File: config.mk
export PLATFORM = sky130hd
export DESIGN_NAME = mem_arbiter
export DESIGN_NICKNAME = d
export VERILOG_FILES = /design/src/rtl/mem_arb_pkg.sv /design/src/rtl/mem_arbiter.sv
export SDC_FILE = /design/constraint.sdc
export NUM_CORES = 1
export LEC_CHECK = 0
export BUFFER_PORTS_ARGS = -buffer_cell sky130_fd_sc_hd__buf_2
export CORE_AREA = 4 4 102 104
export CTS_BUF_LIST = sky130_fd_sc_hd__clkbuf_4 sky130_fd_sc_hd__clkbuf_8 sky130_fd_sc_hd__clkbuf_16
export CTS_CLUSTER_DIAMETER = 50
export DETAILED_ROUTE_END_ITERATION = 10
export DIE_AREA = 0 0 106 108
export HOLD_SLACK_MARGIN = 0.05
export PLACE_DENSITY = 0.74
export SKIP_CTS_REPAIR_TIMING = 1
export SLEW_MARGIN = 5
export SYNTH_ARGS = -nofsm -noshare
export SYNTH_HDL_FRONTEND = slang
export SYNTH_SLANG_ARGS = --single-unit
export TNS_END_PERCENT = 30
File: constraint.sdc
create_clock -name clk -period 1.65 [get_ports clk]
set_input_delay 0.0825 -clock clk [delete_from_list [all_inputs] [get_ports clk]]
set_output_delay 0.0825 -clock clk [all_outputs]
set_load 0.05 [all_outputs]
File: src/rtl/mem_arb_pkg.sv
// Shared types and constants for the IF/MEM unified-memory arbiter.
package mem_arb_pkg;

  typedef enum logic {IDLE = 1'b0, WAIT = 1'b1} arb_state_t;
  typedef enum logic {FETCH = 1'b0, DATA = 1'b1} arb_port_t;

  localparam int unsigned LAT_MIN = 1;

endpackage

File: src/rtl/mem_arbiter.sv
// Shares one single-port memory between instruction fetch (IF) and data (MEM).
// One access is granted at a time, the fixed read latency is sequenced and the
// read word is returned to the granted port with a one-cycle valid pulse.
// Ports:
//   clk, reset        - clock, asynchronous active-low reset
//   if_req/if_addr    - fetch request; if_rdata/if_valid fetch response
//   d_req/d_wr/d_addr/d_wdata - data request; d_rdata/d_valid data response
//   stall_if/stall_mem - combinational pipeline hold signals
//   m_en/m_we/m_addr/m_wdata - memory strobe (combinational, grant cycle)
//   m_rdata           - memory read data, valid LAT cycles after m_en
module mem_arbiter
  import mem_arb_pkg::*;
#(
  parameter int unsigned AW  = 32,
  parameter int unsigned DW  = 32,
  parameter int unsigned LAT = 2
) (
  input  logic          clk,
  input  logic          reset,
  input  logic          if_req,
  input  logic [AW-1:0] if_addr,
  output logic [DW-1:0] if_rdata,
  output logic          if_valid,
  input  logic          d_req,
  input  logic          d_wr,
  input  logic [AW-1:0] d_addr,
  input  logic [DW-1:0] d_wdata,
  output logic [DW-1:0] d_rdata,
  output logic          d_valid,
  output logic          stall_if,
  output logic          stall_mem,
  output logic          m_en,
  output logic          m_we,
  output logic [AW-1:0] m_addr,
  output logic [DW-1:0] m_wdata,
  input  logic [DW-1:0] m_rdata
);

  localparam int unsigned CW = $clog2(LAT + 1);

  if (LAT < LAT_MIN) begin : g_lat_check
    $error("mem_arbiter: LAT must be at least %0d", LAT_MIN);
  end

  arb_state_t    r_state, w_state_nxt;
  arb_port_t     r_owner, w_owner_nxt;
  arb_port_t     r_last,  w_last_nxt;
  arb_port_t     w_gport;
  logic [CW-1:0] r_cnt,   w_cnt_nxt;
  logic [DW-1:0] r_if_rdata, r_d_rdata;
  logic          r_if_valid, r_d_valid;
  logic          w_if_valid_nxt, w_d_valid_nxt;
  logic          w_if_cap, w_d_cap;
  logic          w_if_elig, w_d_elig;
  logic          w_grant, w_grant_d;

  // Arbitration, latency sequencing and completion decode
  always_comb begin
    w_state_nxt    = r_state;
    w_owner_nxt    = r_owner;
    w_last_nxt     = r_last;
    w_cnt_nxt      = r_cnt;
    w_if_valid_nxt = 1'b0;
    w_d_valid_nxt  = 1'b0;
    w_if_cap       = 1'b0;
    w_d_cap        = 1'b0;
    w_grant        = 1'b0;
    w_grant_d      = 1'b0;
    w_gport        = FETCH;
    // A port in its valid cycle is not eligible, so a held req is not re-granted
    w_if_elig      = if_req & ~r_if_valid;
    w_d_elig       = d_req  & ~r_d_valid;

    case (r_state)
      IDLE: begin
        // Gated by reset so no memory strobe leaks out while held in reset
        if (reset && (w_if_elig || w_d_elig)) begin
          w_grant     = 1'b1;
          w_grant_d   = w_d_elig & (~w_if_elig | (r_last == FETCH));
          w_gport     = w_grant_d ? DATA : FETCH;
          w_owner_nxt = w_gport;
          w_last_nxt  = w_gport;
          if (w_grant_d && d_wr) begin
            // Stores complete without waiting for memory latency
            w_d_valid_nxt = 1'b1;
          end else begin
            w_state_nxt = WAIT;
            w_cnt_nxt   = CW'(LAT - 1);
          end
        end
      end
      WAIT: begin
        if (r_cnt == '0) begin
          w_state_nxt = IDLE;
          if (r_owner == DATA) begin
            w_d_cap       = 1'b1;
            w_d_valid_nxt = 1'b1;
          end else begin
            w_if_cap       = 1'b1;
            w_if_valid_nxt = 1'b1;
          end
        end else begin
          w_cnt_nxt = r_cnt - CW'(1);
        end
      end
      default: w_state_nxt = IDLE;
    endcase
  end

  // State, arbitration history and response registers
  always_ff @(posedge clk or negedge reset) begin
    if (!reset) begin
      r_state    <= IDLE;
      r_owner    <= FETCH;
      r_last     <= FETCH;
      r_cnt      <= '0;
      r_if_rdata <= '0;
      r_d_rdata  <= '0;
      r_if_valid <= 1'b0;
      r_d_valid  <= 1'b0;
    end else begin
      r_state    <= w_state_nxt;
      r_owner    <= w_owner_nxt;
      r_last     <= w_last_nxt;
      r_cnt      <= w_cnt_nxt;
      r_if_valid <= w_if_valid_nxt;
      r_d_valid  <= w_d_valid_nxt;
      if (w_if_cap) r_if_rdata <= m_rdata;
      if (w_d_cap)  r_d_rdata  <= m_rdata;
    end
  end

  // Memory strobe and pipeline stalls
  always_comb begin
    m_en      = w_grant;
    m_we      = w_grant_d & d_wr;
    m_addr    = '0;
    m_wdata   = '0;
    if (w_grant) begin
      m_addr  = w_grant_d ? d_addr : if_addr;
      m_wdata = d_wdata;
    end
    stall_if  = reset & if_req & ~r_if_valid;
    stall_mem = reset & d_req  & ~r_d_valid;
  end

  assign if_rdata = r_if_rdata;
  assign if_valid = r_if_valid;
  assign d_rdata  = r_d_rdata;
  assign d_valid  = r_d_valid;

endmodule
* Word-level counts from Yosys, hierarchy flattened
Cells that the tools add are included.
** Word-level totals
- Register bits after elaboration :: 70
- Latch bits :: 0
- Bits in writable memories :: 0
- Memory bits (read-only) :: 0
- Input port bits :: 133
- Output and inout port bits :: 134
- Logic and storage cells :: 56
- Memories kept :: 0
** Operators by class
- Add/subtract/negate cells :: 1
- Multiply operators :: 0
- Div/mod/pow operators :: 0
- Order comparisons :: 0
- Eq/ne operators :: 3
- Shift operators :: 0
- Muxes and demuxes :: 25
- Bitwise logic cells :: 14
- Reductions and logical operators :: 6
** Operator list (count)
- 2-to-1 mux 32 bit :: 3
- 2-to-1 mux 1 bit :: 16
- AND 1 bit :: 8
- 2-to-1 mux 2 bit :: 3
- inequality test 2 bit, second input constant :: 3
- inverter 1 bit :: 5
- case mux 1 bit (2 select lines) :: 2
- case mux 2 bit (2 select lines) :: 1
- AND reduction 3 bit :: 1
- logical AND 1 bit :: 2
- logical NOT 2 bit :: 1
- AND reduction 2 bit :: 1
- subtractor 2 x 1 -> 2 bit, second input constant :: 1
- logical OR 1 bit :: 1
- bitwise OR 1 bit :: 1

* Longest topological paths before layout
Gate-level depths: netlist (run 1).
- Depth after elaboration :: 9
- Gate-level depth with buffers :: 6
- Mapped depth without buffers :: 5

* Worst setup path before layout (run 1)
No wires, ideal clock.
- Kind :: flip-flop to output port
- Start :: register r_if_valid, in the netlist if_valid
- End :: output port m_addr[0]
- Data arrival time :: 2.061 ns
- Data required time :: 1.567 ns
- Slack :: -0.494 ns
- Stages on the path, launching flop included :: 5
- Path buffers :: 1
- Path through :: dfrtp_1 -> nand3b_1 -> clkbuf_1 -> nand3_1 -> a21oi_1
** Between the ends
- Cells in the longest elaborated chain, start to end :: 9
- Elaborated cells on any way between the ends :: 13
- Classes of those cells :: mux (6); bitwise (5); reduce/logical (2)
** RTL lines
- start, declared :: line mem_arbiter.sv:51 : logic r_if_valid, r_d_valid;
- start signal, assigned :: line mem_arbiter.sv:126 : r_if_valid <= w_if_valid_nxt;
- inverter 1 bit (*) :: line mem_arbiter.sv:71 : w_if_elig = if_req & ~r_if_valid;
- AND 1 bit (*) :: line mem_arbiter.sv:71
- inverter 1 bit :: line mem_arbiter.sv:79 : w_grant_d = w_d_elig & (~w_if_elig | (r_last == FETCH));
- bitwise OR 1 bit :: line mem_arbiter.sv:79
- AND 1 bit :: line mem_arbiter.sv:79
- 2-to-1 mux 1 bit :: line mem_arbiter.sv:77 : if (reset && (w_if_elig || w_d_elig)) begin
- 2-to-1 mux 1 bit :: line mem_arbiter.sv:74 : case (r_state)
- 2-to-1 mux 32 bit :: line mem_arbiter.sv:140 : m_addr = w_grant_d ? d_addr : if_addr;
- 2-to-1 mux 32 bit (*) :: line mem_arbiter.sv:139 : if (w_grant) begin
- end, declared :: line mem_arbiter.sv:34 : output logic [AW-1:0] m_addr,
Every way passes the cells marked *; elsewhere a longest branch is shown, timed or not.

* Final worst setup path (run 1)
- Start :: register r_if_valid, in the netlist if_valid
- End :: output port m_addr[28]
Same word-level chain as after synthesis.

==> impl_metrics.yaml, run 1 <==
route:
  met2WireLength_um: 7507
  drtIter0Drc: 183
  first_pass_iters: 4
  dr_total_vias: 3828
  routed-wl-met3_um: 1181
  drc_errors: 0
  met1Wirelength_um: 5051
  wl_per_cell_um: 18.65
  vias_per_cell: 5.024
  top_layer_used: "met5"
  ant_nets: 0
  drt-total-wl_um: 14210
sta:
  min_period_ns: 1.846
  finalHoldViolCount: 0
  tightest_slew_ns: 0.7779
  fmax_mhz: 541.7
  finalSetupViolCount: 61
  rsz0062_at_grt: "yes"
  fin_crit_sh: 1.119
  fin_ws_ns: -0.1962
  drv_slew: 0
  relSlewSlack: 0.4814
  finalSetupTns_ns: -5.847
  finClkSkew_ns: 0.01075
critical_path:
  crit_slowest_cell: "dfrtp_2"
  cp_max_fo: 8
  path_cells: "and3b_2 > clkbuf_16 > o21ai_1 > a21oi_4 > buf_6"
  critical_path_required_ns: 1.57
  start_kind: "register"
  cp_slowest_stage_delay_ns: 0.43
  worstPathArrival_ns: 1.76
  endpoint_kind: "output pin"
  critical_path_class: "register to output pin"
final_layout:
  fillers: 724
  multiInputGateArea_sq_um: 1981
  final_nets: 758
  final_cell_area_sq_um: 6556
  syn_to_final_growth_pct: 87.88
  fin_util: 0.6866
  drive_above_1_share: 0.6693
  antenna_cells: 0
  regArea_sq_um: 1754
  stdcell_count: 762
synth:
  async_flop_share: 1.000
  synth.most_common_cell: "dfrtp_1"
  ys_top_cells_by_count: "dfrtp_1, mux2_2, and2_1"
  ys_seq_area_frac: 0.5020
  netlist_area_sq_um: 3490
  synth-seq-cells: 70
  yosysUniqueCellTypes: 27
  yosysWarningCount: 0
  yosysTopAreaCell: "dfrtp_1"
  syn-num-nets: 450
  synth_edf_count: 0
  yosys.area.top_type_share: 0.5020
  syn_area_per_cell_sq_um: 11.04
  netlist_instances: 316
  ys_top_cells_by_area: "dfrtp_1, mux2_2, and2_1"
  synth_flop_cell: "dfrtp_1"
pwr:
  ir_drop_v: 0.001591
  power_frac_seq: 0.232
  swShare: 0.5355
  p_clk_frac: 0.106
  p_int_mw: 6.107
  powerDensity_nw_per_um2: 2005
  leakagePower_nw: 3.067
  total_power_mw: 13.15
  pwr-share-comb: 0.661
  switching_power_mw: 7.040
die:
  die_w_um: 106
  coreArea_sq_um: 9549
  dieArea_sq_um: 11450
  die_h_um: 108
  initial_core_util: 0.3654
  placementRows: 36
  io_pins: 267
clock_tree:
  tritoncts: "built"
  cts_sinks: 70
  cts_buffer_depth: 2
  insertion_delay_ns: 0.34
  cts_buffers: 9
  clk_pin_slew_ns: 0.08
  root_buffer: "clkbuf_8"
  h-tree-depth: 3
run_status:
  status: "complete, but fails checks"
  violations: "negative setup slack"
global_route:
  grt.total_usage: 0.2060
  grt_max_degree: 63
  grt_pass1_wl_um: 18580
  grt-ovfl-total: 0
  grt_pass1_vias: 3588
  antenna_found_initial: 2
placement:
  port_buffers: 266
  dp_cells: 712
  gp_congestion: 0.8362
  place_hpwl_um: 9767
  dpl_cell_area_sq_um: 5464
flow_run:
  maxCapViolations: 0
min_path:
  hold_class: "primary input to async pin"
## critical path: cells and delay by family, from the launching register on
family                 cells  cell delay, ns
AOI/OAI and AO/OA          2            0.25
buffers and inverters      2            0.38
DFF                        1            0.43
and+or+nand+nor            1            0.38
## final cells by class
| cell class | instances | area share |
|---|---|---|
| inverter | 5 | 0.004008 |
| multi-input combinational | 216 | 0.3021 |
| timing repair buffer | 322 | 0.3698 |
| clock buffer | 11 | 0.02214 |
| sequential | 70 | 0.2676 |
| tap | 133 | 0.02538 |
| clock inverter | 5 | 0.008969 |
## metal layers
metal	vias to the layer above	track usage
met5	-	0
met4	4	0.06198
met3	39	0.07761
met2	185	0.3652
met1	1865	0.2317
li1	1735	-
## power by group through the flow
stage / registers [mW] / logic [mW] / clock network [mW]
floorplan: 5.94 / 3.09 / 0
global placement: 3.00 / 7.92 / 0
detailed placement: 3.05 / 8.04 / 0
CTS: 3.05 / 8.05 / 1.43
global route: 3.17 / 9.05 / 1.52
finish: 3.05 / 8.70 / 1.40
## cell usage in the layout, fill, tap and decap left out, drive strengths merged
cell	instances
nand4	1
dlygate4sd3	34
clkinvlp	2
o211ai	1
o21a	1
nor2b	4
mux2	65
inv	5
nand3	33
o21bai	1
and3b	1
a21oi	32
clkinv	2
and2	34
and3	1
nor2	1
o21ai	34
bufinv	1
xnor2	1
nand2b	1
buf	286
mux2i	1
dfrtp	70
clkbuf	13
nand3b	2
nand2	1
ha	1
## registers in the layout, indices dropped and copies added (netlist names)
| signal | count |
|---|---|
| if_valid | 1 |
| r_last | 1 |
| r_cnt | 2 |
| r_state | 1 |
| d_rdata | 32 |
| d_valid | 1 |
| if_rdata | 32 |
## cell families after synthesis
group	after synthesis	share of synthesized area
AO/OA/AOI/OAI	69	0.1043
XOR/XNOR	1	0.002510
adder cells (fa/ha/maj)	1	0.003585
buffers and inverters	30	0.04410
flip-flops	70	0.5020
multiplexers	66	0.2137
AND/OR/NAND/NOR	79	0.1298
## worst paths after layout
kind / start / end / slack (ns) / cells past startpoint
worst max register to register: r_cnt[0] / if_rdata[0] / 0.09 / 5
min in group clk: if_req / r_cnt[0] / 0.29 / 4
worst min register to register: if_rdata[15] / if_rdata[15] / 0.50 / 1
worst max-delay path: if_valid / m_addr[28] / -0.20 / 5
max in group asynchronous: reset / if_rdata[27] / 0.42 / 4
worst min-delay path: reset / r_state / 0.24 / 3
## metrics by stage
| stage | worst slack [ns] | hold WS, ns |
|---|---|---|
| 5_1_grt | -0.2787 | 0.2291 |
| 3_5_place_dp | -0.005773 | 0.05287 |
| 4_1_cts | -0.4000 | -0.3304 |
| 3_3_place_gp | 0.06815 | 0.06054 |
| 2_1_floorplan | -0.1320 | -0.2131 |
| 6_report | -0.1962 | 0.2416 |
(Power assumes the default switching activity.)
==> inputs of run 2 (changes only) <==
CORE_AREA = 4 4 101 103   (was 4 4 102 104)
DIE_AREA = 0 0 105 107   (was 0 0 106 108)
PLACE_DENSITY = 0.75   (was 0.74)
clock period = 2.4 ns   (was 1.65 ns; I/O delays follow)
==> run 2 against run 1 <==
The run now ends clean. Clock power is 39% lower. Die area is 1.9% lower. Clock-buffer cell count stayed put. Clock skew is 0.0066 ns lower. Sequential cell count stayed put. Critical path type unchanged. Highest routed layer is now met4.
==> impl_metrics.yaml, run 2 (synthesis results as in run 1) <==
route:
  ant_nets: 0
  first_pass_iters: 4
  wl_per_cell_um: 17.28
  drt-total-wl_um: 12540
  vias_per_cell: 4.994
  dr_total_vias: 3626
  drc_errors: 0
  drtIter0Drc: 266
critical_path:
  critPathBufInv: 2
  critical_path_class: "register to output pin"
  critical-path-top-delay-family: "buffers and inverters"
  worstPathArrival_ns: 1.96
  critical_path_required_ns: 2.28
  start_kind: "register"
  cp_max_fo: 34
  cp_slowest_stage_delay_ns: 0.42
  endpoint_kind: "output pin"
  crit_slowest_cell: "dfrtp_1"
  path_cells: "nor2b_1 > o21ai_4 > inv_2 > and2_1 > buf_2"
die:
  dieArea_sq_um: 11240
  die_w_um: 105
  coreArea_sq_um: 9196
  die_h_um: 107
  io_pins: 267
  initial_core_util: 0.3795
  placementRows: 35
sta:
  min_period_ns: 2.084
  fmax_mhz: 479.9
  fin_ws_ns: 0.3160
  fin_crit_sh: 0.8683
  finalSetupTns_ns: 0
  finalHoldViolCount: 0
  rsz0062_at_grt: "no"
  finalSetupViolCount: 0
  drv_slew: 0
  tightest_slew_ns: 0.8663
  finClkSkew_ns: 0.004189
  relSlewSlack: 0.4225
global_route:
  grt-ovfl-total: 0
  grt.total_usage: 0.2018
  antenna_found_initial: 1
  grt_max_degree: 73
  grt_pass1_wl_um: 18130
  grt_pass1_vias: 3602
min_path:
  hold_class: "primary input to async pin"
clock_tree:
  cts_buffers: 9
  root_buffer: "clkbuf_8"
  insertion_delay_ns: 0.33
  clk_pin_slew_ns: 0.07
  h-tree-depth: 3
  cts_sinks: 70
  cts_buffer_depth: 2
  tritoncts: "built"
pwr:
  leakagePower_nw: 2.863
  ir_drop_v: 0.001067
  powerDensity_nw_per_um2: 1470
placement:
  gp_congestion: 0.8884
  place_hpwl_um: 9387
  dp_slack_ns: 0.6603
  port_buffers: 266
final_layout:
  syn_to_final_growth_pct: 59.45
  drive_above_1_share: 0.5863
  mostFrequentLayoutCell: "buf_2"
  final_cell_mix: "buf_2, dfrtp_1, mux2_2, and2_1, o21ai_0"
  final_nets: 743
run_status:
  status: "complete, no violations"
flow_run:
  maxCapViolations: 0
## run 2: cell types whose count changed in the layout (fill, tap and decap cells not counted), sizes merged
cell	delta
diode	+1
clkbuf	-2
inv	+1
dlygate4sd3	-2
buf	-11
bufinv	-1
## run 2: metal layers
layer	vias to the layer above	part of all wire	global-route usage
li1	1696	-	-
met1	1729	0.36	0.2148
met2	177	0.53	0.3593
met3	24	0.073	0.06803
met4	0	0.031	0.09560
met5	-	0	0
## run 2: cell type report
class,instances,area [sq um]
Clock inverter,5,33.78
Clock buffer,11,145.1
Sequential cell,70,1752
Antenna cell,1,2.502
Inverter,5,18.77
Fill cell,753,3632
Tap cell,111,138.9
Multi-Input combinational cell,216,1592
Timing Repair Buffer,307,1882
## run 2: stage by stage
| step | cell area [sq um] | power (mW) | hold WS, ns | util | cells |
|---|---|---|---|---|---|
| 2_1_floorplan | 3490 | 5.976 | -0.1756 | - | 316 |
| 3_3_place_gp | 5062 | 7.186 | 0.3642 | 0.5505 | 677 |
| 3_5_place_dp | 5062 | 7.312 | 0.3694 | 0.5505 | 677 |
| 4_1_cts | 5241 | 8.184 | 0.008280 | 0.5699 | 693 |
| 5_1_grt | 5564 | 8.568 | 0.07667 | 0.6050 | 726 |
| 6_report | 5564 | 8.179 | 0.03222 | 0.6050 | 726 |
## run 2: power breakdown
group	leakage (nW)	switching, mW	internal [mW]
registers	0.822	0.316	1.78
logic	1.95	3.77	1.46
clock network	0.0892	0.436	0.415
## run 2: path summary, 6_finish.rpt
| kind | startpoint | endpoint | slack, ns | depth (start not counted) |
|---|---|---|---|---|
| min in group clk | d_wr | d_valid | 0.09 | 3 |
| worst max register to register | r_cnt[0] | d_rdata[30] | 0.67 | 5 |
| max in group asynchronous | reset | if_rdata[14] | 1.82 | 2 |
| worst max-delay path | r_state | m_wdata[23] | 0.32 | 5 |
| worst min-delay path | reset | if_rdata[19] | 0.03 | 2 |
| worst min register to register | d_rdata[1] | d_rdata[1] | 0.50 | 1 |
